**src/rtl/router_input_unit.sv**
```systemverilog
// Per-input-port front end of the mesh router: flit FIFO, XY route computation
// from the head flit, wormhole route hold and one-hot output-port request.
module router_input_unit #(
  parameter int FlitWidth = 34,
  parameter int Depth     = 4
) (
  input  logic                 clk,
  input  logic                 rst,
  input  logic [2:0]           position_x,
  input  logic [2:0]           position_y,
  input  logic [FlitWidth-1:0] data_in,
  input  logic                 data_in_valid,
  output logic                 data_in_ready,
  output logic [4:0]           request,
  output logic [FlitWidth-1:0] data_out,
  input  logic [4:0]           grant,
  input  logic [4:0]           out_ready,
  output logic                 forwarding_head,
  output logic                 forwarding_tail,
  output logic                 protocol_error
);

  localparam int PtrW = $clog2(Depth);
  localparam int CntW = PtrW + 1;

  typedef enum logic {
    IDLE,
    ACTIVE
  } state_t;

  logic [FlitWidth-1:0] mem_q [Depth];
  logic [FlitWidth-1:0] mem_d [Depth];
  logic [PtrW-1:0]      wr_ptr_q, wr_ptr_d;
  logic [PtrW-1:0]      rd_ptr_q, rd_ptr_d;
  logic [CntW-1:0]      count_q, count_d;
  state_t               state_q, state_d;
  logic [4:0]           route_q, route_d;
  logic                 error_q, error_d;

  logic       front_head, front_tail;
  logic [2:0] dst_x, dst_y;
  logic [4:0] front_route;
  logic       not_empty, full;
  logic       push, pop, fwd, drop;

  assign data_out   = mem_q[rd_ptr_q];
  assign front_head = data_out[FlitWidth-1];
  assign front_tail = data_out[FlitWidth-2];
  assign dst_y      = data_out[FlitWidth-3 -: 3];
  assign dst_x      = data_out[FlitWidth-6 -: 3];

  assign not_empty = (count_q != '0);
  assign full      = (count_q == CntW'(Depth));

  // No write-through: a full FIFO refuses input even in a cycle that pops.
  assign data_in_ready  = ~full & ~rst;
  assign push           = data_in_valid & data_in_ready;
  assign protocol_error = error_q & ~rst;

  // Dimension-ordered routing: resolve X first, then Y, else deliver locally.
  always_comb begin
    front_route = 5'b10000;
    if (dst_x > position_x)      front_route = 5'b01000;
    else if (dst_x < position_x) front_route = 5'b00100;
    else if (dst_y > position_y) front_route = 5'b00010;
    else if (dst_y < position_y) front_route = 5'b00001;
  end

  always_comb begin
    request = '0;
    drop    = 1'b0;
    if (!rst && not_empty) begin
      if (state_q == ACTIVE) begin
        request = route_q;
      end else if (front_head) begin
        request = front_route;
      end else begin
        drop = 1'b1;
      end
    end
  end

  assign fwd             = |(request & grant & out_ready);
  assign pop             = fwd | drop;
  assign forwarding_head = fwd & front_head & (state_q == IDLE);
  assign forwarding_tail = fwd & front_tail;

  always_comb begin
    state_d = state_q;
    route_d = route_q;
    error_d = error_q | drop;
    case (state_q)
      IDLE: begin
        if (fwd && front_head && !front_tail) begin
          route_d = front_route;
          state_d = ACTIVE;
        end
      end
      ACTIVE: begin
        if (fwd && front_tail) state_d = IDLE;
      end
      default: state_d = IDLE;
    endcase
  end

  always_comb begin
    mem_d = mem_q;
    if (push) mem_d[wr_ptr_q] = data_in;
    wr_ptr_d = push ? wr_ptr_q + PtrW'(1) : wr_ptr_q;
    rd_ptr_d = pop  ? rd_ptr_q + PtrW'(1) : rd_ptr_q;
    case ({push, pop})
      2'b10:   count_d = count_q + CntW'(1);
      2'b01:   count_d = count_q - CntW'(1);
      default: count_d = count_q;
    endcase
  end

  always_ff @(posedge clk) begin
    if (rst) begin
      wr_ptr_q <= '0;
      rd_ptr_q <= '0;
      count_q  <= '0;
      state_q  <= IDLE;
      route_q  <= '0;
      error_q  <= 1'b0;
    end else begin
      wr_ptr_q <= wr_ptr_d;
      rd_ptr_q <= rd_ptr_d;
      count_q  <= count_d;
      state_q  <= state_d;
      route_q  <= route_d;
      error_q  <= error_d;
    end
  end

  // Storage needs no reset; the count alone decides which entries are live.
  always_ff @(posedge clk) begin
    mem_q <= mem_d;
  end

endmodule

```
**config.mk**
```make
export PLATFORM = sky130hd
export DESIGN_NAME = router_input_unit
export DESIGN_NICKNAME = d
export VERILOG_FILES = /design/src/rtl/router_input_unit.sv
export SDC_FILE = /design/constraint.sdc
export NUM_CORES = 1
export LEC_CHECK = 0
export ABC_AREA = 1
export CORE_ASPECT_RATIO = 0.6
export CORE_MARGIN = 8
export CORE_UTILIZATION = 56
export CTS_BUF_LIST = sky130_fd_sc_hd__clkbuf_4 sky130_fd_sc_hd__clkbuf_8
export CTS_CLUSTER_SIZE = 25
export DETAILED_ROUTE_END_ITERATION = 10
export GPL_ROUTABILITY_DRIVEN = 1
export MAX_ROUTING_LAYER = met4
export PLACE_DENSITY = 0.84
export SETUP_SLACK_MARGIN = 0.2
export SYNTH_ARGS = -nofsm -noshare
export SYNTH_HDL_FRONTEND = slang
export SYNTH_SLANG_ARGS = --single-unit
```
**constraint.sdc**
```tcl
create_clock -name clk -period 4.2 [get_ports clk]
set_clock_uncertainty 0.15 [all_clocks]
set_input_delay 0.42 -clock clk [delete_from_list [all_inputs] [get_ports clk]]
set_output_delay 0.42 -clock clk [all_outputs]
set_load 0.02 [all_outputs]
```
# Word level (Yosys, flattened, before mapping)
# Cells that the tools add are included.
[word_totals] reg_bits=150 elab_cells=70 out_inout_bits=43 input_bits=53
[op_classes] n_eq_ne=3 n_mux=20 magnitude_cmp=7 n_reduce_logical=11 addsub=4 bitwise_logic=15
[op_table] cell="bitwise mux 136 bit" count=1
[op_table] cell="two-way mux 34 bit" count=3
[op_table] cell="binary-select mux 34 bit (select 2 bit)" count=1
[op_table] cell="demux 34 bit (select 2 bit)" count=1
[op_table] cell="two-way mux 5 bit" count=7
[op_table] cell="AND 5 bit" count=2
[op_table] cell="AND 1 bit" count=6
[op_table] cell=">= comparator 3 bit (second input constant)" count=2
[op_table] cell="greater-than comparator 3 bit" count=2
[op_table] cell="< comparator 3 bit" count=2
[op_table] cell="NOT 2 -> 3 bit" count=2
[op_table] cell="case mux 3 bit (2 select lines)" count=1
[op_table] cell="logical AND 1 bit" count=5
[op_table] cell="two-way mux 1 bit" count=5
[op_table] cell="OR reduction 5 bit" count=1
[op_table] cell="adder 2 x 1 -> 2 bit (second input constant)" count=2
[op_table] cell="adder 3 x 1 -> 3 bit (second input constant)" count=1
[op_table] cell="== test 3 bit (second input constant)" count=1
[op_table] cell="< comparator 3 x 1 -> 1 bit (second input constant)" count=1
[op_table] cell="NOT 1 bit" count=3
[op_table] cell="nonzero test 3 bit" count=1
[op_table] cell="subtractor 3 x 1 -> 3 bit (second input constant)" count=1
[op_table] cell="== test 2 x 1 -> 1 bit (second input constant)" count=1
[op_table] cell="== test 2 bit (second input constant)" count=1
[op_table] cell="other kinds (5)" count=7

# Depth between registers and ports, before layout
[logic_depth] word_depth=19 ltp_mapped=24 ltp_nobuf=21

# Worst setup path after synthesis
# OpenSTA, ideal clock, no wires.
[synth_timing] path_type="reg2reg" from="register rd_ptr_q[0]" to="register count_q[2]" setup_ps=122 arrival_time_ps=3514 path_stages_with_launch=24 path_buffers=3 required_ps=3928 period_less_slack_ps=3786 setup_slack_ps=414 path_cell_list="dfxtp_1 buf_6 inv_4 clkbuf_1 buf_1 nor2_1 o22ai_1 ha_1 nand2_1 nand2_1 nor2_1 nand2_1 nand2_1 nand3b_1 nand2_1 inv_2 nand3_2 ha_1 inv_1 fa_1 a21oi_1 o21ai_0 o21ai_0 a21oi_1"
[synth_between] elab_chain_len=18 elab_cells_between_ends=26 cone_classes="4 x order compare; 2 x eq/ne; 14 x mux; 4 x bitwise; 2 x reduce/logical"
[synth_rtl] item="start, declared" line_no="34" rtl="logic [PtrW-1:0] rd_ptr_q, rd_ptr_d;"
[synth_rtl] item="start signal, assigned" line_no="128" rtl="rd_ptr_q <= rd_ptr_d;"
[synth_rtl] item="NOT 2 -> 3 bit (implied by the code) *" line_no="46" rtl="assign data_out = mem_q[rd_ptr_q];"
[synth_rtl] item="binary-select mux 34 bit (select 2 bit) *" line_no="46"
[synth_rtl] item="two-way mux 34 bit (implied by the code) * (2 in series)" line_no="46"
[synth_rtl] item="named net data_out[31]" line_no="15" rtl="output logic [FlitWidth-1:0] data_out,"
[synth_rtl] item="< comparator 3 bit" line_no="66" rtl="else if (dst_y < position_y) front_route = 5'b00001;"
[synth_rtl] item="two-way mux 5 bit" line_no="66"
[synth_rtl] item="two-way mux 5 bit *" line_no="65" rtl="else if (dst_y > position_y) front_route = 5'b00010;"
[synth_rtl] item="two-way mux 5 bit *" line_no="64" rtl="else if (dst_x < position_x) front_route = 5'b00100;"
[synth_rtl] item="[2 not listed]"
[synth_rtl] item="two-way mux 5 bit *" line_no="73" rtl="if (state_q == ACTIVE) begin"
[synth_rtl] item="two-way mux 5 bit *" line_no="72" rtl="if (!rst && not_empty) begin"
[synth_rtl] item="AND 5 bit * (2 in series)" line_no="83" rtl="assign fwd = |(request & grant & out_ready);"
[synth_rtl] item="OR reduction 5 bit *" line_no="83"
[synth_rtl] item="bitwise OR 1 bit *" line_no="84" rtl="assign pop = fwd | drop;"
[synth_rtl] item="named net pop" line_no="44" rtl="logic push, pop, fwd, drop;"
[synth_rtl] item="== test 2 x 1 -> 1 bit / == test 2 bit (equally long branches)" line_no="111" rtl="case ({push, pop})"
[synth_rtl] item="case mux 3 bit (2 select lines) / nonzero test 2 bit (equally long branches)"
[synth_rtl] item="end signal, assigned" line_no="129" rtl="count_q <= count_d;"
[synth_rtl] item="end, declared" line_no="35" rtl="logic [CntW-1:0] count_q, count_d;"
# The timed path passes the listed nets; every way through them passes the cells marked *. The select of a mux whose other input is x is not followed.
# A chain may end at the register's enable or synchronous reset.

# Worst setup path in the final report
[layout_timing] from="register rd_ptr_q[1]" to="output port forwarding_tail"
[layout_between] elab_chain_len=16 elab_cells_between_ends=19 cone_classes="4 x order compare; 10 x mux; 4 x bitwise; 1 x reduce/logical"
[layout_rtl] item="NOT 2 -> 3 bit (implied by the code) *" line_no="46"
[layout_rtl] item="binary-select mux 34 bit (select 2 bit) *" line_no="46"
[layout_rtl] item="two-way mux 34 bit (implied by the code) * (2 in series)" line_no="46"
[layout_rtl] item="< comparator 3 bit" line_no="66"
[layout_rtl] item="two-way mux 5 bit" line_no="66"
[layout_rtl] item="two-way mux 5 bit" line_no="65"
[layout_rtl] item="two-way mux 5 bit" line_no="64"
[layout_rtl] item="two-way mux 5 bit" line_no="63" rtl="if (dst_x > position_x) front_route = 5'b01000;"
[layout_rtl] item="two-way mux 5 bit" line_no="75" rtl="end else if (front_head) begin"
[layout_rtl] item="two-way mux 5 bit" line_no="73"
[layout_rtl] item="two-way mux 5 bit" line_no="72"
[layout_rtl] item="AND 5 bit (2 in series)" line_no="83"
[layout_rtl] item="OR reduction 5 bit" line_no="83"
[layout_rtl] item="AND 1 bit *" line_no="86" rtl="assign forwarding_tail = fwd & front_tail;"
[layout_rtl] item="end, declared" line_no="19" rtl="output logic forwarding_tail,"
# Mark *: on every way between the ends. The rest lies on a longest branch, timed or not. The select of a mux whose other input is x is not followed.

==> key figures <==
Status
  • Outcome: completed

Power and ir drop
  • Maximum ir drop on the vdd rail: 0.2481 mV
  • Leakage power: 2.916 nW
  • Clk network pwr share: 36.0%
  • Net switching component of the power: 0.9087 mW
  • Internal Dissipation: 2.736 mW
  • Ratio of total power to cell area: 464.2 nW/um^2
  • Sequential power share: 46.4%
  • Power share of the combinational group: 17.6%
  • Fraction of power spent switching nets: 24.94%
  • Total Power: 3.644 mW

Placed design
  • Minimum setup slack after placement: 0.6056 ns
  • Placed insts: 740
  • DP Area: 7342 sq um
  • Port Buffers: 95
  • Detailed placement HPWL: 9325 um
  • Routability congestion estimate from global placement: 0.8752

STA
  • Actual slew at the worst max-slew pin: 0.5420 ns
  • Period Utilization, post-route: 88.61%
  • Max Slew Vio Count: 0
  • Final Critical Period: 3.722 ns
  • Final setup vio count: 0
  • Highest clock rate: 268.7 MHz
  • Setup repair after global routing missed its margin: false
  • PnR worst setup slack: 0.4783 ns
  • Hold Vio Cnt, Final: 0
  • Headroom to the max-slew limit: 63.83%
  • Setup TNS Final: 0 ns

Synthesis
  • Synth unique cells: 30
  • Synth warn: 0
  • Post-Synthesis Cells: 519
  • Yosys reg bits: 150
  • Post-synthesis cell area: 6211 sq um
  • Post-synthesis average cell area: 11.97 sq um
  • Part of the Yosys area used for sequential elements: 70.27%
  • Syn_nets: 584

Cells and area
  • Leading cell types in the layout, fill and taps excluded: sky130_fd_sc_hd__edfxtp_1, sky130_fd_sc_hd__clkdlybuf4s50_1, sky130_fd_sc_hd__nor2_1
  • Commonest non-fill, non-tap cell in the layout: sky130_fd_sc_hd__edfxtp_1
  • Fin area: 7851 sq um
  • Count of nets after finishing: 685
  • Number of inserted diodes: 0
  • Post-route non-filler standard cell count: 772
  • Area added between synthesis and finish: 26.41%
  • Fraction of layout cells with a size suffix above 1: 10.74%

Floorplanning
  • Die Span X: 152.0 um
  • Number of cell rows: 29
  • Area of the die: 14830 sq um
  • Die outline height: 97.58 um
  • Placeable core area: 10670 sq um
  • Top Ports: 96
  • Initial core utilization: 58.22%

Clocking
  • Clock latency reported for the late side of the worst-skew pair: 0.43 ns
  • Clock buffer depth: 2
  • Max H-tree Level: 4
  • Post-CTS Hold Buffers: 0
  • Clock tree root driver cell: sky130_fd_sc_hd__clkbuf_8
  • Clock-pin transition on the worst setup and hold timing paths: 0.07 ns
  • Clock buffers created by TritonCTS: 17
  • Number of sinks driven by the clock tree: 150
  • Post CTS Setup Buffer Count: 0
  • CTS tree: yes

GRT
  • Antenna violations before repair: 0
  • Total congestion overflow: 0
  • First-pass GRT wire length: 23150 um
  • Maximum number of pins on one net before global-route repair: 49
  • Vias in the first global route: 4602
  • Overall track demand over capacity in global routing: 20.38%

Detailed routing
  • Wirelength, routed: 14580 um
  • Total number of vias: 4382
  • Antenna Violating Nets Remaining: 0
  • Number of iterations in the first detailed-routing pass: 4
  • Detail-routed net length per standard cell: 18.89 um
  • Number of remaining DRC errors: 0
  • Iteration-0 DRC count of the detailed router: 345
  • Ratio of routed vias to standard cells: 5.676

Worst setup path
  • Category of the critical setup timing path: reg2out
  • Endpoint kind of the worst setup timing path: primary output
  • Launching instance or port of the critical path: rd_ptr_q[1]$_SDFFE_PP0P_
  • Required time of the worst setup path: 3.63 ns
  • Data arrival time of the critical path: 3.15 ns
  • Maximum fanout along the worst path: 18
  • Critical register-to-register path startpoint: rd_ptr_q[0]$_SDFFE_PP0P_
  • Startpoint Class: flip-flop

Min path
  • Hold path startpoint: error_q$_SDFF_PP0_
  • Classification of the worst-slack hold path: reg2reg

Flow run
  • Number of max-capacitance violations reported: 0
-- synthesized netlist by cell type --
master	instances	area, sq um
sky130_fd_sc_hd__nand3_4	1	17.52
sky130_fd_sc_hd__inv_1	39	146.4
sky130_fd_sc_hd__nand3_1	6	30.03
sky130_fd_sc_hd__a32oi_1	3	26.28
sky130_fd_sc_hd__nand3b_1	3	22.52
sky130_fd_sc_hd__ha_1	11	137.6
sky130_fd_sc_hd__buf_6	2	22.52
sky130_fd_sc_hd__inv_4	1	6.260
sky130_fd_sc_hd__buf_2	2	10.01
sky130_fd_sc_hd__nor2_1	89	334.1
sky130_fd_sc_hd__inv_2	3	11.26
sky130_fd_sc_hd__and3_1	2	12.51
sky130_fd_sc_hd__fa_1	1	20.02
sky130_fd_sc_hd__dfxtp_1	14	280.3
sky130_fd_sc_hd__a31oi_1	1	6.260
sky130_fd_sc_hd__nor2_2	1	6.260
sky130_fd_sc_hd__buf_1	4	15.01
sky130_fd_sc_hd__edfxtp_1	136	4084
sky130_fd_sc_hd__nand4_1	6	37.54
sky130_fd_sc_hd__clkbuf_1	16	60.06
sky130_fd_sc_hd__o21ai_0	67	335.3
sky130_fd_sc_hd__nor2_4	2	22.52
sky130_fd_sc_hd__nand3_2	3	30.03
sky130_fd_sc_hd__o22ai_1	30	187.7
sky130_fd_sc_hd__nand2_4	3	33.78
sky130_fd_sc_hd__a21oi_1	11	55.05
sky130_fd_sc_hd__a21oi_2	4	35.03
sky130_fd_sc_hd__and2_1	1	6.260
sky130_fd_sc_hd__nand2_2	2	12.51
sky130_fd_sc_hd__nand2_1	55	206.5
-- critical path: stages, from the launching register on --
cell and delay (ns):
sky130_fd_sc_hd__dfxtp_1 0.37, sky130_fd_sc_hd__buf_4 0.26, sky130_fd_sc_hd__o21ai_0 0.16, sky130_fd_sc_hd__o22ai_1 0.25, sky130_fd_sc_hd__ha_1 0.30, sky130_fd_sc_hd__nand2_1 0.07
sky130_fd_sc_hd__nor2_1 0.04, sky130_fd_sc_hd__nor2_1 0.17, sky130_fd_sc_hd__nor2_2 0.09, sky130_fd_sc_hd__nand2_1 0.09, sky130_fd_sc_hd__nand2_1 0.07, sky130_fd_sc_hd__nand2_2 0.10
sky130_fd_sc_hd__nor2_4 0.04, sky130_fd_sc_hd__nor2_4 0.16, sky130_fd_sc_hd__nand2_4 0.10, sky130_fd_sc_hd__nand2_1 0.09, sky130_fd_sc_hd__inv_1 0.04, sky130_fd_sc_hd__dlygate4sd2_1 0.31
-- state kept, by name (all words and copies together), names as in the netlist --
name and flops:
route_q 5, mem_q 136, wr_ptr_q 2, count_q 3
rd_ptr_q 2, state_q 1, error_q 1
-- final timing paths --
kind,endpoint,slack (ns),cells past startpoint
setup reg to reg,count_q[2]$_SDFFE_PP0P_,0.57,21
hold / removal,error_q$_SDFF_PP0_,0.33,2
setup / recovery,forwarding_tail,0.48,17
hold reg to reg,error_q$_SDFF_PP0_,0.33,2
-- metal layers --
metal,part of all wire [%],GRT usage (%),vias up
li1,-,-,2038
met1,43,24.38,2148
met2,49,32.89,184
met3,7.3,5.305,12
met4,0.84,7.419,0
met5,0,-,-
-- final cells by class --
class | count | area (sq um)
clock inverter | 8 | 165.2
clock buffer | 24 | 324.1
multi-input combinational | 302 | 1605
inverter | 43 | 168.9
tap | 139 | 173.9
fill | 684 | 2816
timing repair buffer | 106 | 1046
sequential | 150 | 4368
-- power groups by stage --
stage | registers, mW | clock network (mW) | logic (mW)
after floorplan | 1.72 | 0 | 0.353
after global placement | 1.72 | 0 | 0.613
after detailed placement | 1.72 | 0 | 0.629
after CTS | 1.69 | 1.32 | 0.642
after global routing | 1.70 | 1.39 | 0.695
final | 1.69 | 1.31 | 0.641
-- cell families after synthesis --
family	share of synthesized area, %
fa+ha+maj	2.538
buf+inv	4.371
flops	70.27
simple gates	12.43
compound gates	10.39
-- stage by stage --
stage               util, %  hold WS [ns]
floorplan                 -        0.2866
global placement      68.82        0.3082
detailed placement    68.82        0.3186
CTS                   73.53        0.3302
global route          73.60        0.3502
finish                73.60        0.3312
-- repair_timing --
item,in CTS,in global routing
resized for setup,5,3
endpoints found under the hold margin,0,0
endpoints found under the setup margin,2,2
(Power assumes the default switching activity.)
